<file path="src/rtl/spi_shift_xcvr.sv">
// Full-duplex SPI shift engine: serialises a parallel word MSB- or LSB-first on
// each ena strobe while capturing the same number of bits from SerIn.
module spi_shift_xcvr #(
    parameter int WIDTH      = 8,
    parameter bit MSB_FIRST  = 1'b1,
    parameter bit IDLE_LEVEL = 1'b0
) (
    input  logic             clk,
    input  logic             rst,
    input  logic             ena,
    input  logic             load,
    input  logic [WIDTH-1:0] DatIn,
    input  logic             SerIn,
    output logic             DatOut,
    output logic [WIDTH-1:0] RxData,
    output logic             busy,
    output logic             done
);

    localparam int CW = $clog2(WIDTH);
    localparam logic [CW-1:0] CNT_LAST = CW'(WIDTH - 1);

    typedef enum logic [0:0] {
        ST_IDLE  = 1'b0,
        ST_SHIFT = 1'b1
    } state_t;

    state_t           state_q, state_d;
    logic [WIDTH-1:0] shreg_q, shreg_d;
    logic [CW-1:0]    cnt_q, cnt_d;
    logic [WIDTH-1:0] rx_q, rx_d;
    logic             busy_q, busy_d;
    logic             done_q, done_d;
    logic [WIDTH-1:0] shifted_s;
    logic             tx_bit_s;

    // Shift direction and the bit currently presented on the line
    always_comb begin
        if (MSB_FIRST) begin
            shifted_s = {shreg_q[WIDTH-2:0], SerIn};
            tx_bit_s  = shreg_q[WIDTH-1];
        end else begin
            shifted_s = {SerIn, shreg_q[WIDTH-1:1]};
            tx_bit_s  = shreg_q[0];
        end
    end

    // Next-state logic for the transfer FSM and its datapath registers
    always_comb begin
        state_d = state_q;
        shreg_d = shreg_q;
        cnt_d   = cnt_q;
        rx_d    = rx_q;
        busy_d  = busy_q;
        done_d  = 1'b0;
        case (state_q)
            ST_IDLE: begin
                // load wins over ena; ena has no meaning until the word is in shreg
                if (load) begin
                    shreg_d = DatIn;
                    cnt_d   = '0;
                    busy_d  = 1'b1;
                    state_d = ST_SHIFT;
                end else begin
                    busy_d  = 1'b0;
                end
            end
            ST_SHIFT: begin
                if (ena) begin
                    shreg_d = shifted_s;
                    if (cnt_q == CNT_LAST) begin
                        rx_d    = shifted_s;
                        busy_d  = 1'b0;
                        done_d  = 1'b1;
                        state_d = ST_IDLE;
                    end else begin
                        cnt_d   = cnt_q + CW'(1);
                    end
                end else begin
                    shreg_d = shreg_q;
                end
            end
            default: begin
                state_d = ST_IDLE;
                busy_d  = 1'b0;
            end
        endcase
    end

    // State and datapath registers with synchronous reset
    always_ff @(posedge clk) begin
        if (rst) begin
            state_q <= ST_IDLE;
            shreg_q <= '0;
            cnt_q   <= '0;
            rx_q    <= '0;
            busy_q  <= 1'b0;
            done_q  <= 1'b0;
        end else begin
            state_q <= state_d;
            shreg_q <= shreg_d;
            cnt_q   <= cnt_d;
            rx_q    <= rx_d;
            busy_q  <= busy_d;
            done_q  <= done_d;
        end
    end

    assign DatOut = (state_q == ST_SHIFT) ? tx_bit_s : IDLE_LEVEL;
    assign RxData = rx_q;
    assign busy   = busy_q;
    assign done   = done_q;

endmodule

</file>
<file path="config.mk">
export PLATFORM = sky130hd
export DESIGN_NAME = spi_shift_xcvr
export DESIGN_NICKNAME = d
export VERILOG_FILES = /design/src/rtl/spi_shift_xcvr.sv
export SDC_FILE = /design/constraint.sdc
export NUM_CORES = 1
export LEC_CHECK = 0
export ABC_AREA = 1
export CAP_MARGIN = 40
export CORE_ASPECT_RATIO = 1.75
export CORE_MARGIN = 1
export CORE_UTILIZATION = 35
export CTS_CLUSTER_SIZE = 8
export DETAILED_ROUTE_END_ITERATION = 10
export SLEW_MARGIN = 20
export SYNTH_ARGS = -nofsm -noshare
export SYNTH_HDL_FRONTEND = slang
export SYNTH_SLANG_ARGS = --single-unit
</file>
<file path="constraint.sdc">
create_clock -name clk -period 2.7 [get_ports clk]
set_input_delay 0.675 -clock clk [delete_from_list [all_inputs] [get_ports clk]]
set_output_delay 0.675 -clock clk [all_outputs]
set_load 0.01 [all_outputs]
</file>
==> results.py <==
metrics = {
    "worst_hold_path": {
        "hold-path-cell-count": 2,
        "hp-class": "reg -> reg",
        "hold_end": "RxData[1]",
        "hold_path.startpoint": "shreg_q[0]",
    },
    "cts": {
        "cts_tree": "yes",
        "cts.path.max_buffers": 2,
        "numCtsBuffers": 3,
        "insertion_delay_ns": 0.26,
        "cts_resized": 0,
        "htree_levels": 1,
        "cts-hold-fix-buffers": 0,
        "cts-root-buf": "clkbuf_8",
        "postCtsSetupBuffers": 0,
        "clkTransAtPathRegs_ns": 0.08,
        "cts.sink_count": 22,
    },
    "cells_and_area": {
        "fillers": 288,
        "syn2layout_area_growth_pct": 26.9,
        "multi_input_area_sq_um": 509,
        "ff_latch_area_sq_um": 440,
        "drive_gt1_share_pct": 16.1,
        "n_antenna_cell": 0,
        "fin_util_pct": 48.0,
        "nets": 171,
    },
    "power": {
        "pwr-share-comb_pct": 15.9,
        "seqPwrFrac_pct": 50.2,
        "power.leakage_uw": 0.000586,
        "switching_power_uw": 178,
        "netSwitchingFraction_pct": 25.6,
        "clkPwrFrac_pct": 34.0,
        "irDropWorstVdd_uv": 361,
        "power_density_nw_per_um2": 525,
        "p_int_uw": 516,
    },
    "yosys": {
        "synth_top_family_by_area": "simple AND/OR/NAND/NOR gates",
        "synthAdderAreaFrac_pct": 2.40,
        "yosysTopAreaCell": "dfxtp_1",
        "synth_most_common_cell": "nand2_1",
        "avgSynthCellArea_sq_um": 7.89,
        "synthFlopType": "dfxtp_1",
        "netlist_area_sq_um": 1040,
        "synth_seq_cells": 22,
        "synth_mux_area_share_pct": 0,
        "synth-edff-count": 0,
        "ys_types": 20,
        "synthXorXnorAreaFrac_pct": 0,
        "synth_top_cells_by_count": "nand2_1 (27), dfxtp_1 (22), nand3_1 (17), nor2_1 (13), inv_1 (10)",
        "synth_top_cell_area_share_pct": 42.3,
        "seq_area_frac_synth_pct": 42.3,
        "netlist_instances": 132,
        "synth_compound_area_share_pct": 12.5,
        "synthTopCellsByArea": "dfxtp_1 (42%), nand2_1 (9.7%), nand3_1 (8.2%), o21ai_2 (5.0%), nor2_1 (4.7%)",
        "async_flop_share_pct": 0,
        "synthSimpleGateAreaFrac_pct": 34.0,
        "ys.warnings.count": 0,
        "synth_fp_nets": 147,
    },
    "routing": {
        "avgViaCountPerCell": 4.89,
        "drt_iter0_drc": 14,
        "drc": 0,
        "via_count": 890,
        "drt-pass1-iter-count": 4,
        "drtAntennaViolNets": 0,
        "routed_wire_length_per_instance_um": 11.5,
        "wl_um": 2100,
    },
    "place": {
        "portBuffers": 23,
        "dp_hpwl_um": 1570,
        "place_congestion": 0.747,
    },
    "critical_path": {
        "crit_required_ns": 2.03,
        "worstPathCellList": "nand2_1 -> inv_1 -> clkdlybuf4s50_1",
        "critPathSlowestCell": "clkdlybuf4s50_1",
        "critPathCaptureType": "primary output",
        "r2r_slack_ns": 1.24,
        "r2r_start": "cnt_q[0]",
        "r2r_cells": 6,
        "path_class": "reg -> out",
        "reg2reg_to": "cnt_q[0]",
        "path_max_fanout": 7,
        "crit_arrival_ns": 1.41,
        "cpPeakStageDelay_ns": 0.53,
        "cp-start-kind": "register",
    },
    "run": {
        "max-cap-violations": 0,
    },
    "sta": {
        "maxSlewHeadroom_pct": 65.5,
        "finalSetupTns_ns": 0,
        "final_max_slew_viol_count": 0,
        "fin_crit_sh_pct": 77.3,
        "rsz0062_at_grt": "no",
        "setup_viol": 0,
        "finClkSkew_ns": 0.00140,
        "layout_min_cycle_time_ns": 2.09,
        "hold_viol": 0,
        "tightest_slew_ns": 0.518,
        "fmax_mhz": 479,
    },
    "floorplan": {
        "die_w_um": 43.2,
        "num_rows": 25,
        "io_pins": 24,
        "die_h_um": 74.1,
        "start_util_pct": 37.8,
        "coreArea_sq_um": 2750,
        "die_area_sq_um": 3200,
    },
    "global_routing": {
        "grt_pass1_wl_um": 3730,
        "grt_max_degree": 17,
        "grt_pass1_vias": 880,
        "antenna_found_initial": 0,
        "grt_usage_pct": 15.2,
        "grt_overflow": 0,
    },
    "outcome": {
        "status": "complete, no violations",
    },
}
sequential cells by signal (all words and copies together) (netlist names):
name	cells
cnt_q	3
busy	1
RxData	8
shreg_q	8
state_q	1
done	1
cell usage in the layout (no fill, tap or decap):
cell | Yosys | layout
nand2_1 | 27 | 27
clkdlybuf4s50_1 | 0 | 23
dfxtp_1 | 22 | 22
nand3_1 | 17 | 17
nor2_1 | 13 | 13
inv_1 | 10 | 10
a21oi_1 | 6 | 6
o21ai_2 | 6 | 6
inv_2 | 4 | 4
o21ai_1 | 4 | 4
o21ai_0 | 4 | 4
nor2_2 | 4 | 4
clkbuf_8 | 0 | 4
nand2_2 | 2 | 2
nor2_8 | 2 | 2
nand2_4 | 2 | 2
ha_1 | 2 | 2
nor2_4 | 1 | 1
a21boi_0 | 1 | 1
nand3b_1 | 1 | 1
cell families after synthesis:
logic type,count (synthesis)
fa+ha+maj,2
flops,22
buf+inv,18
simple gates,69
compound gates,21
worst max-delay path by stage:
stage,start,end,slack (ns)
5_1_grt,state_q,DatOut,0.53
3_5_place_dp,ena,RxData[2],0.65
4_1_cts,state_q,DatOut,0.60
2_1_floorplan,cnt_q[0],cnt_q[0],1.35
6_report,state_q,DatOut,0.61
3_3_place_gp,ena,RxData[7],0.68
cell type report:
| cell class | count | share of cell area [%] |
|---|---|---|
| Sequential cell | 22 | 33.3 |
| Inverter | 14 | 3.98 |
| Tap cell | 27 | 2.56 |
| Timing Repair Buffer | 23 | 17.4 |
| Multi-Input combinational cell | 92 | 38.5 |
| Clock buffer | 4 | 4.17 |
critical path, delay by kind of cell (launching register included):
kind,cells,cell delay [ns]
buffers and inverters,2,0.59
DFF,1,0.48
and+or+nand+nor,1,0.09
power by group through the flow:
stage	clock network [uW]	logic, uW	registers [uW]
after detailed placement	0	111	356
after floorplan	0	80.0	354
after global routing	252	126	350
final	235	110	348
after global placement	0	110	356
after CTS	238	112	348
layer usage:
metal  part of all wire [%]  routed length [um]  vias to the layer above  global-route usage [%]
li1                       -                   -                      469                       -
met1                     40                 847                      392                    16.6
met2                     54                1130                       22                    28.5
met3                    3.8                  79                        7                    1.46
met4                    2.3                  49                        0                    7.07
met5                      0                   0                        -                       0
metrics by stage:
| stage | cells | total power, uW | setup slack (ns) | hold WS [ns] | cell area (sq um) |
|---|---|---|---|---|---|
| 3_5_place_dp | 178 | 467 | 0.652 | 0.468 | 1270 |
| 3_3_place_gp | 178 | 466 | 0.682 | 0.465 | 1270 |
| 2_1_floorplan | 132 | 434 | 1.35 | 0.437 | 1040 |
| 5_1_grt | 182 | 728 | 0.534 | 0.500 | 1320 |
| 6_report | 182 | 693 | 0.613 | 0.476 | 1320 |
| 4_1_cts | 182 | 698 | 0.600 | 0.480 | 1320 |
Note: power is estimated with default switching activity, not from simulation.
==> variant, RTL diff (same settings) <==
The parameter `IDLE_LEVEL` goes from 1'b0 to 1'b1.
--- a/src/rtl/spi_shift_xcvr.sv
+++ b/src/rtl/spi_shift_xcvr.sv
@@ -3,7 +3,7 @@
 module spi_shift_xcvr #(
     parameter int WIDTH      = 8,
     parameter bit MSB_FIRST  = 1'b1,
-    parameter bit IDLE_LEVEL = 1'b0
+    parameter bit IDLE_LEVEL = 1'b1
 ) (
     input  logic             clk,
     input  logic             rst,
Formal check against the unedited RTL: not equivalent (a bounded check fails within 4 cycles, from zero or initial values and one cycle with rst high).
==> variant against the unedited design <==
Via count increased by 0.90%; final area up 1.0%; first-iteration DRC count decreased by 50%; sequential power is essentially flat; worst setup slack improved by 0.085 ns; sequential share of layout area fell by 0.34 points; wire length barely moved; clock power rose by 29%; area after synthesis shrank 0.24%; utilization up 0.50 points; sequential cell count is the same; total power rose by 10%; critical path type unchanged.
==> variant: results (changes against the unedited design) <==
result of the run completed (unchanged); number of setup violations in the final report 0 (unchanged); library cell contributing the largest single delay on the critical path dfxtp_1 (was clkdlybuf4s50_1); final clock skew 0.00326 ns (was 0.00140 ns); number of DRC violations after detailed-routing iteration 0 7 (was 14); Final Hold Vio Count 0 (unchanged); Reg2Reg Depth 6 (unchanged); signal arrival time at the worst endpoint 1.33 ns (was 1.41 ns); GRT Total Usage 0.145 (was 0.152); CTS max path bufs 2 (unchanged); uppermost signal routing layer after detailed routing met4 (unchanged); Fin Hold WS 0.468 ns (was 0.476 ns); gpl congestion 0.733 (was 0.747); number of nets at the end of the flow 171 (unchanged); largest net degree at the start of global routing 17 (unchanged); maximum vdd drop 0.000380 V (was 0.000361 V); GR Util met1 0.137 (was 0.166); Worst Min Path Start RxData[0] (was shreg_q[0]); first-pass GRT wire length 3510 microns (was 3730 microns); met1 WL 765 microns (was 847 microns); dominant synthesized flop cell dfxtp_1 (unchanged); met2 WL 1210 microns (was 1130 microns); count of unique library cells instantiated by Yosys 19 (was 20); mean post-synth cell area 7.87 sq um (was 7.89 sq um); kind of cell adding the most delay to the critical path flip-flops (was buffers and inverters); Seq/Total Area, Yosys 0.424 (was 0.423); detailed-routed wire length on met3 91 microns (was 79 microns); HPWL reported at the end of detailed placement 1700 microns (was 1570 microns); post-place setup slack 0.655 ns (was 0.652 ns); headroom to the max-slew limit 0.666 (was 0.655); Yosys Warn Count 0 (unchanged); cts repair resizes 0 (unchanged); top post-synthesis cells by area dfxtp_1 (42%), nand2_1 (9.8%), nand3_1 (8.7%), o21ai_2 (5.1%), nor2_1 (4.7%) (was dfxtp_1 (42%), nand2_1 (9.7%), nand3_1 (8.2%), o21ai_2 (5.0%), nor2_1 (4.7%)); number of global-route vias before repair 847 (was 880); capture endpoint of the worst hold path RxData[0] (was RxData[1]); placed standard-cell area 1260 sq um (was 1270 sq um); Leakage 0.587 nW (was 0.586 nW); most frequent cells after synthesis nand2_1 (27), dfxtp_1 (22), nand3_1 (18) (was nand2_1 (27), dfxtp_1 (22), nand3_1 (17)); total via count after detailed routing 898 (was 890); post-CTS setup buffers 0 (unchanged); met2 Resource Use GR 0.294 (was 0.285); Critical Path Max Stage Delay 0.48 ns (was 0.53 ns); average detailed-routed wire length per instance 11.6 microns (was 11.5 microns); met3 usage in global routing 0.0243 (was 0.0146); antenna violations before repair 0 (unchanged); endpoint of the most critical register-to-register path cnt_q[0] (unchanged)
[variant: how the worst max path moves through the flow]
stage	startpoint	endpoint	slack, ns
finish	state_q	DatOut	0.70
global route	state_q	DatOut	0.64
CTS	state_q	DatOut	0.68
detailed placement	ena	RxData[6]	0.66
global placement	ena	RxData[6]	0.70
floorplan	cnt_q[0]	cnt_q[0]	1.35
[variant: cell families after synthesis]
group	count (synthesis)	synth area share
compound gates	21	0.125
fa+ha+maj	2	0.0241
simple gates	69	0.339
flops	22	0.424
buf+inv	18	0.0879
[variant: area by class of cell]
class,count,area (sq um)
clock buffers,3,41.3
clock inverters,1,30.0
fillers,289,1420
inverters,14,52.6
multi-input cells,92,507
flip-flops and latches,22,440
well taps,27,33.8
repair buffers,23,230
[variant: power by group]
part	leakage [nW]	internal, W	switching, W
sequential	0.180	0.000340	0.00000773
clock	0.0357	0.000198	0.000104
combinational	0.372	0.0000464	0.0000659
